### src/rtl/lsu_byte_sequencer.sv
// Load/store sequencer: breaks RV32I LB/LH/LW/LBU/LHU/SB/SH/SW into byte-wide
// RAM accesses and returns one extended response per request.
module lsu_byte_sequencer #(
  parameter int AW     = 32,
  parameter int DW     = 32,
  parameter int MEM_AW = 10
) (
  input  logic              clk,
  input  logic              rst,
  input  logic              req_valid,
  output logic              req_ready,
  input  logic              req_write,
  input  logic [2:0]        req_funct3,
  input  logic [AW-1:0]     req_addr,
  input  logic [DW-1:0]     req_wdata,
  output logic              rsp_valid,
  output logic              rsp_err,
  output logic [DW-1:0]     rsp_rdata,
  output logic [MEM_AW-1:0] mem_addr,
  output logic              mem_read,
  output logic              mem_write,
  output logic [7:0]        mem_wdata,
  input  logic [7:0]        mem_rdata
);

  localparam int NUM_LANES = 4;

  localparam logic [1:0] S_IDLE   = 2'd0;
  localparam logic [1:0] S_ACCESS = 2'd1;
  localparam logic [1:0] S_WAIT   = 2'd2;
  localparam logic [1:0] S_RESP   = 2'd3;

  logic [1:0]                      state_q, state_d;
  logic [2:0]                      cnt_q, cnt_d;
  logic                            write_q, write_d;
  logic [2:0]                      f3_q, f3_d;
  logic [MEM_AW-1:0]               base_q, base_d;
  logic [DW-1:0]                   wdata_q, wdata_d;
  logic [NUM_LANES-1:0][7:0]       lanes_q, lanes_d;
  logic                            rsp_err_q, rsp_err_d;
  logic [DW-1:0]                   rsp_rdata_q, rsp_rdata_d;

  logic       req_err;
  logic [2:0] last_cnt;
  logic [1:0] cap_lane;

  // Any of these faults is answered immediately without touching the RAM.
  always_comb begin
    req_err = 1'b0;
    if (req_funct3[1:0] == 2'd1 && req_addr[0])          req_err = 1'b1;
    if (req_funct3[1:0] == 2'd2 && req_addr[1:0] != 2'd0) req_err = 1'b1;
    if (req_addr[AW-1:MEM_AW] != '0)                      req_err = 1'b1;
    if (req_write && req_funct3 > 3'd2)                   req_err = 1'b1;
    if (!req_write && (req_funct3 == 3'd3 || req_funct3 == 3'd6 || req_funct3 == 3'd7))
      req_err = 1'b1;
  end

  always_comb begin
    case (f3_q[1:0])
      2'd0:    last_cnt = 3'd0;
      2'd1:    last_cnt = 3'd1;
      default: last_cnt = 3'd3;
    endcase
  end

  // Read data lags the strobe by one cycle, so it belongs to the previous count.
  assign cap_lane = cnt_q[1:0] - 2'd1;

  function automatic logic [31:0] extend(input logic [NUM_LANES-1:0][7:0] l,
                                         input logic [2:0] f3);
    logic s;
    s = ~f3[2];
    case (f3[1:0])
      2'd0:    extend = {{24{s & l[0][7]}}, l[0]};
      2'd1:    extend = {{16{s & l[1][7]}}, l[1], l[0]};
      default: extend = l;
    endcase
  endfunction

  always_comb begin
    state_d     = state_q;
    cnt_d       = cnt_q;
    write_d     = write_q;
    f3_d        = f3_q;
    base_d      = base_q;
    wdata_d     = wdata_q;
    lanes_d     = lanes_q;
    rsp_err_d   = rsp_err_q;
    rsp_rdata_d = rsp_rdata_q;
    case (state_q)
      S_IDLE: begin
        if (req_valid) begin
          write_d = req_write;
          f3_d    = req_funct3;
          base_d  = req_addr[MEM_AW-1:0];
          wdata_d = req_wdata;
          cnt_d   = 3'd0;
          lanes_d = '0;
          if (req_err) begin
            rsp_err_d   = 1'b1;
            rsp_rdata_d = '0;
            state_d     = S_RESP;
          end else begin
            state_d = S_ACCESS;
          end
        end
      end
      S_ACCESS: begin
        if (!write_q && cnt_q != 3'd0) lanes_d[cap_lane] = mem_rdata;
        cnt_d = cnt_q + 3'd1;
        if (cnt_q == last_cnt) begin
          if (write_q) begin
            rsp_err_d   = 1'b0;
            rsp_rdata_d = '0;
            state_d     = S_RESP;
          end else begin
            state_d = S_WAIT;
          end
        end
      end
      S_WAIT: begin
        lanes_d[cap_lane] = mem_rdata;
        cnt_d             = cnt_q + 3'd1;
        rsp_err_d         = 1'b0;
        rsp_rdata_d       = extend(lanes_d, f3_q);
        state_d           = S_RESP;
      end
      default: state_d = S_IDLE;
    endcase
  end

  always_ff @(posedge clk) begin
    if (rst) begin
      state_q     <= S_IDLE;
      cnt_q       <= '0;
      write_q     <= 1'b0;
      f3_q        <= '0;
      base_q      <= '0;
      wdata_q     <= '0;
      lanes_q     <= '0;
      rsp_err_q   <= 1'b0;
      rsp_rdata_q <= '0;
    end else begin
      state_q     <= state_d;
      cnt_q       <= cnt_d;
      write_q     <= write_d;
      f3_q        <= f3_d;
      base_q      <= base_d;
      wdata_q     <= wdata_d;
      lanes_q     <= lanes_d;
      rsp_err_q   <= rsp_err_d;
      rsp_rdata_q <= rsp_rdata_d;
    end
  end

  assign req_ready = (state_q == S_IDLE);
  assign rsp_valid = (state_q == S_RESP);
  assign rsp_err   = rsp_err_q;
  assign rsp_rdata = rsp_rdata_q;
  assign mem_read  = (state_q == S_ACCESS) && !write_q;
  assign mem_write = (state_q == S_ACCESS) && write_q;
  assign mem_addr  = (state_q == S_ACCESS) ? base_q + MEM_AW'(cnt_q) : '0;
  assign mem_wdata = mem_write ? wdata_q[8*cnt_q[1:0] +: 8] : 8'h00;

endmodule
### config.mk
export PLATFORM = sky130hd
export DESIGN_NAME = lsu_byte_sequencer
export DESIGN_NICKNAME = d
export VERILOG_FILES = /design/src/rtl/lsu_byte_sequencer.sv
export SDC_FILE = /design/constraint.sdc
export NUM_CORES = 1
export LEC_CHECK = 0
export BUFFER_PORTS_ARGS = -buffer_cell sky130_fd_sc_hd__buf_2
export CAP_MARGIN = 20
export CORE_MARGIN = 10
export CORE_UTILIZATION = 30
export DETAILED_ROUTE_END_ITERATION = 8
export GPL_ROUTABILITY_DRIVEN = 0
export PLACE_DENSITY_LB_ADDON = 0.3
export SETUP_SLACK_MARGIN = 0.15
export SKIP_CTS_REPAIR_TIMING = 1
export SYNTH_ARGS = -nofsm -noshare
export SYNTH_HDL_FRONTEND = slang
export SYNTH_SLANG_ARGS = --single-unit
### constraint.sdc
create_clock -name clk -period 3.3 [get_ports clk]
set_input_delay 0.165 -clock clk [delete_from_list [all_inputs] [get_ports clk]]
set_output_delay 0.165 -clock clk [all_outputs]
set_load 0.005 [all_outputs]
# Word-level counts from Yosys, hierarchy flattened
# Index checks and enable logic that the tools add are counted.
# totals
reg_bits,116
inputBits,79
output_inout_bits,55
wordCells,94
# op_classes
add_sub_neg,3
order_cmp,3
n_eq_ne,15
n_shift,1
muxes,32
n_bitwise,3
reduce_logical,25
# ops
operator,n
2-to-1 mux 32 bit,6
case mux 32 bit (3 select lines),2
case mux 32 bit (2 select lines),1
bitwise mux 32 bit,1
variable part select 32 x 6 -> 8 bit,1
nonzero test 22 bit,1
demux 8 bit (select 2 bit),1
2-to-1 mux 8 bit,2
adder 10 x 3 -> 10 bit,1
2-to-1 mux 1 bit,10
2-to-1 mux 10 bit,1
logical AND 1 bit,8
"inequality test 2 bit, second input constant",4
"== test 2 x 1 -> 1 bit, second input constant",3
"== test 2 bit, second input constant",3
"== test 3 bit, second input constant",2
2-to-1 mux 2 bit,3
case mux 2 bit (3 select lines),1
case mux 3 bit (2 select lines),1
AND reduction 2 bit,3
nonzero test 3 bit,2
AND reduction 5 bit,1
zero test 2 bit,2
case mux 2 bit (2 select lines),1
other kinds (17),21

# Logic depth before layout (Yosys ltp)
# depth
ltp_word,10
depth_mapped,10

# Worst setup path after synthesis
# Ideal clock, no wire load.
# synth_path
path_type,register -> register
startpoint,register cnt_q[1]
endpoint,register lanes_q[30] (netlist name)
setup_time_ns,0.070
arrival_time_ns,2.409
t_required_ns,3.230
slack_ns,0.821
stages_incl_launch_ff,11
path_buffers,3
period_less_slack_ns,2.479
cell_sequence,dfxtp_1 > clkbuf_1 > inv_1 > ha_1 > nor2b_1 > o21ai_0 > and2_1 > clkbuf_1 > clkbuf_1 > nand3_1 > a21oi_1
# synth_between
elab_chain_len,8
elab_cells_between_ends,13
cone_classes,1 x add/sub; 2 x order compare; 1 x eq/ne; 5 x mux; 4 x reduce/logical
# synth_lines
element,line_no,rtl
"start, declared",34,"logic [2:0] cnt_q, cnt_d;"
"start signal, assigned",145,cnt_q <= cnt_d;
subtractor 2 x 1 -> 2 bit,67,assign cap_lane = cnt_q[1:0] - 2'd1;
less-than comparator 2 x 3 -> 1 bit (implied by the code) or >= comparator 2 x 1 -> 1 bit (tied branches),"109, 122",
logical AND 1 bit (implied by the code),"109, 122",
2-to-1 mux 8 bit (implied by the code),"109, 122",
demux 8 bit (select 2 bit),"109, 122",
bitwise mux 32 bit,"109, 122",
2-to-1 mux 32 bit,109,if (!write_q && cnt_q != 3'd0) lanes_d[cap_lane] = mem_rdata;
case mux 32 bit (3 select lines),90,case (state_q)
"end signal, assigned",150,lanes_q <= lanes_d;
"end, declared",39,"logic [NUM_LANES-1:0][7:0] lanes_q, lanes_d;"
# Parallel ways exist; a longest one is shown, timed or not. The select of a mux whose other input is x is not followed.
# A chain may end at the register's enable or synchronous reset.

# Worst setup path in the final report
# layout_path
startpoint,register cnt_q[0]
endpoint,output port mem_addr[8]
# layout_between
elab_chain_len,2
# layout_lines
element,line_no,rtl
adder 10 x 3 -> 10 bit,162,assign mem_addr = (state_q == S_ACCESS) ? base_q + MEM_AW'(cnt_q) : '0;
2-to-1 mux 10 bit,162,
"end, declared",19,"output logic [MEM_AW-1:0] mem_addr,"
# No other way between the ends.

==> impl_results.md <==
- Synth top area cells: dfxtp_1 41%, nand2_1 8.9%, a21oi_1 7.0%, mux2_2 5.4%, mux2i_1 4.4%
- R2r startpoint: cnt_q[1]
- Number of remaining DRC errors: 0
- All-layer global routing usage: 13.4%
- Capturing point of the worst reg2reg path: rsp_rdata[29]
- Hpwl dp: 11700 um
- Clock power frac: 33.8%
- Largest area contributor in the netlist: dfxtp_1
- Stages on the worst setup path: 10
- Max Slew Vio Count: 0
- Clk pin slew, worst setup/hold paths: 50 ps
- Worst hold slack: -0.632 ps
- Failing checks: negative hold slack
- Clk Latency, worst-skew pair: 400 ps
- Synthesis-stage register bit count: 116
- Vias/cell: 4.75
- Layout cells sized above 1: 26.8%
- Wirelength, routed: 16400 um
- Cell Count, Final, Fillers Out: 1024
- PwrDens: 766 mW/mm2
- Final setup TNS: 0 ps
- Rel. slew slack: 40.4%
- Total gr overflow: 0
- Netlist Area Pre-Place: ~0.0056 mm2
- WHS Path Cells: 3
- Worst hold path class: in2reg
- # setup viols final: 0
- I/O Pins: 134
- Clock Root Buffer: clkbuf_16
- CORE AREA: 0.0186 mm2
- Port Buf Inserts: 133
- Placed cells: 994
- Die ar.: 0.0247 mm2
- Vias in the first global route: 5030
- Crit. End Element: output port
- Total net switching power: 1.92 mW
- Starting DRT DRC Count: 391
- H-tree depth: 4
- Synth cell types: 38
- Rows: 50
- Drt first pass iters: 4
- Crit-path max FO: 12
- Nets: 871
- Crit start category: flip-flop
- ANT nets after route: 0
- RSZ-0062 raised after global routing: no
- Layout Area Growth over Synthesis: 25.6%
- Yosys Warn Count: 0
- MaxCap Viol Count: 0
- Die X: 157 um
- Xor and xnor area share after synthesis: 1.09%
- Syn Nets: 753
- Synthesized instance count: 661
- Int Pwr: 3.51 mW
- VDD IR max: 0.000457 V
- Die height: 157 um
- Clock skew: approximately 8.3 ps
- F_max: 360 MHz
- Largest family of logic cells by synthesized area: simple AND/OR/NAND/NOR gates
- Antenna fix cells: 0
- Top cell family by delay on the critical path: adder cells
- Worst hold path endpoint: wdata_q[13]
- CTS tree: yes
- Worst-Margin Slew: roughly 890 ps
- Reg2Reg Setup Slack: slightly below 800 ps
- Synth Area in Compound Gates: 12.1%
- Slowest-stage cell, CP: fa_1
- Crit-path cells: buf_4 > ha_1 > inv_1 > fa_1 > nand2b_1 > a21oi_1 > nand4_1 > xnor2_1 > and2_1 > buf_2
- CP bufs+invs: 3
- Post-Synth Adder-Cell Area: 3.02%
- Crit path kind: reg2out
- CP required: 3130 ps
- R2R depth: 7
- P_leak: 2.94 nW
- Synth Area in Simple Gates: 22.4%
- Mux cell area share after synthesis: 16.0%
- Post-synth top area share: 41.2%
- Arrival @ worst endpoint: 2610 ps
- Hold_sp: req_wdata[13]
- DR vias: 4864
- Initial antenna violation count: 0
- Worst-case clock buffer depth: 2
- Sequential share of the synthesized area: 41.2%
- Comb pwr share: 34.7%
- Initial core utilization: a little under a third
- WL/cell: around 16 um
- Avg Inst Size Synth: between 8 and 9 um2
- Status: finished, violations left
- Final Cycle Share: approximately 84%
- First-pass GRT wire length: between 20000 and 30000 um
- Largest stage delay, worst path: 380 ps
- Largest net degree at the start of global routing: 88
- Flop pwr share: about a third
- Min Tclk post-route: between 2000 and 3000 ps
- Sw Share: 35.4%
- Final hold violations: 1
- CTS buffer count: 17
- Clock Sinks: 116
[through the flow]
step	setup slack, ps	hold WS (ps)	utilization [%]	cell area [um2]	total power [mW]
5_1_grt	315	2.87	38.1	7080	5.77
6_report	524	-0.632	38.1	7080	5.43
3_5_place_dp	752	412	34.9	6490	3.64
2_1_floorplan	821	301	-	5640	3.14
4_1_cts	500	-11.1	38.1	7080	5.50
3_3_place_gp	802	408	34.9	6490	3.63
[placed cells by master (no fill, tap or decap), drive strengths merged, types with 2 or more instances in the layout]
master	instances
nand2b	19
inv	11
xor2	4
a21oi	79
o21ai	12
mux4	8
clkinv	2
ha	12
xnor2	3
buf	143
nand4b	2
mux2	42
nor2b	24
a211oi	2
nor3	2
and4	2
dfxtp	116
nor2	46
nand4	3
mux2i	25
nor4	7
a22oi	18
o211ai	4
clkbuf	22
a21boi	2
and2	16
or3	3
bufinv	2
nand2	134
nand3	17
clkinvlp	4
[logic make-up after synthesis]
group                    after synthesis
adder cells (fa/ha/maj)               13
XOR/XNOR                               7
multiplexers                          75
AO/OA/AOI/OAI                        119
flip-flops                           116
AND/OR/NAND/NOR                      276
buffers and inverters                 55
[final cells by class]
type | instances | area (um2)
flip-flops and latches | 116 | 2320
clock buffers | 22 | 494
multi-input cells | 490 | 3090
inverters | 11 | 41.3
well taps | 234 | 293
repair buffers | 143 | 743
clock inverters | 8 | 100
fillers | 1905 | 11500
[worst max path at each step]
| stage | from | end |
|---|---|---|
| after floorplan | cnt_q[1] | lanes_q[30] |
| after global placement | cnt_q[1] | rsp_rdata[27] |
| after detailed placement | cnt_q[1] | rsp_rdata[26] |
| after CTS | cnt_q[0] | mem_addr[8] |
| after global routing | cnt_q[0] | mem_addr[8] |
| final | cnt_q[0] | mem_addr[8] |
[metal layers]
| metal | vias up | part of all wire, % | global-route usage (%) |
|---|---|---|---|
| li1 | 2489 | - | - |
| met5 | - | 0 | 0 |
| met3 | 12 | 5.8 | 4.15 |
| met1 | 2257 | 45 | 16.5 |
| met4 | 0 | 1.1 | 3.78 |
| met2 | 106 | 48 | 21.9 |
[synth_stat cells (all sizes together)]
| cell type | number |
|---|---|
| nor4 | 7 |
| nand4b | 2 |
| and2 | 16 |
| buf | 10 |
| nand4 | 3 |
| a22oi | 18 |
| nor3 | 2 |
| a211oi | 2 |
| a21oi | 79 |
| a21boi | 2 |
| nand2 | 134 |
| nor2b | 24 |
| or3 | 3 |
| fa | 1 |
| xor2 | 4 |
| nor2 | 46 |
| dfxtp | 116 |
| a21o | 1 |
| and4 | 2 |
| nand2b | 19 |
| o211ai | 4 |
| mux2i | 25 |
| mux4 | 8 |
| mux2 | 42 |
| o21ai | 12 |
| inv | 11 |
| clkbuf | 34 |
| and3 | 1 |
| o31ai | 1 |
| ha | 12 |
| xnor2 | 3 |
| nand3 | 17 |
[sequential cells by signal, indices dropped and copies added, names as in the netlist]
register and count:
lanes_q 32, rsp_rdata 32, wdata_q 32, base_q 10, cnt_q 3, f3_q 3, state_q 2, rsp_err 1
write_q 1
[tightest hold or removal path: cells and delay by family]
kind | cells | cell delay (ps)
buffers and inverters | 1 | 90
AOI/OAI and AO/OA | 1 | 50
and+or+nand+nor | 1 | 40
[power groups by stage]
stage | Sequential [mW] | Combinational, mW | Clock, mW
after CTS | 1.71 | 1.92 | 1.87
after detailed placement | 1.74 | 1.90 | 0
after floorplan | 1.70 | 1.43 | 0
final | 1.71 | 1.88 | 1.83
after global routing | 1.73 | 2.10 | 1.93
after global placement | 1.73 | 1.90 | 0
Note: power is estimated with default switching activity, not from simulation.
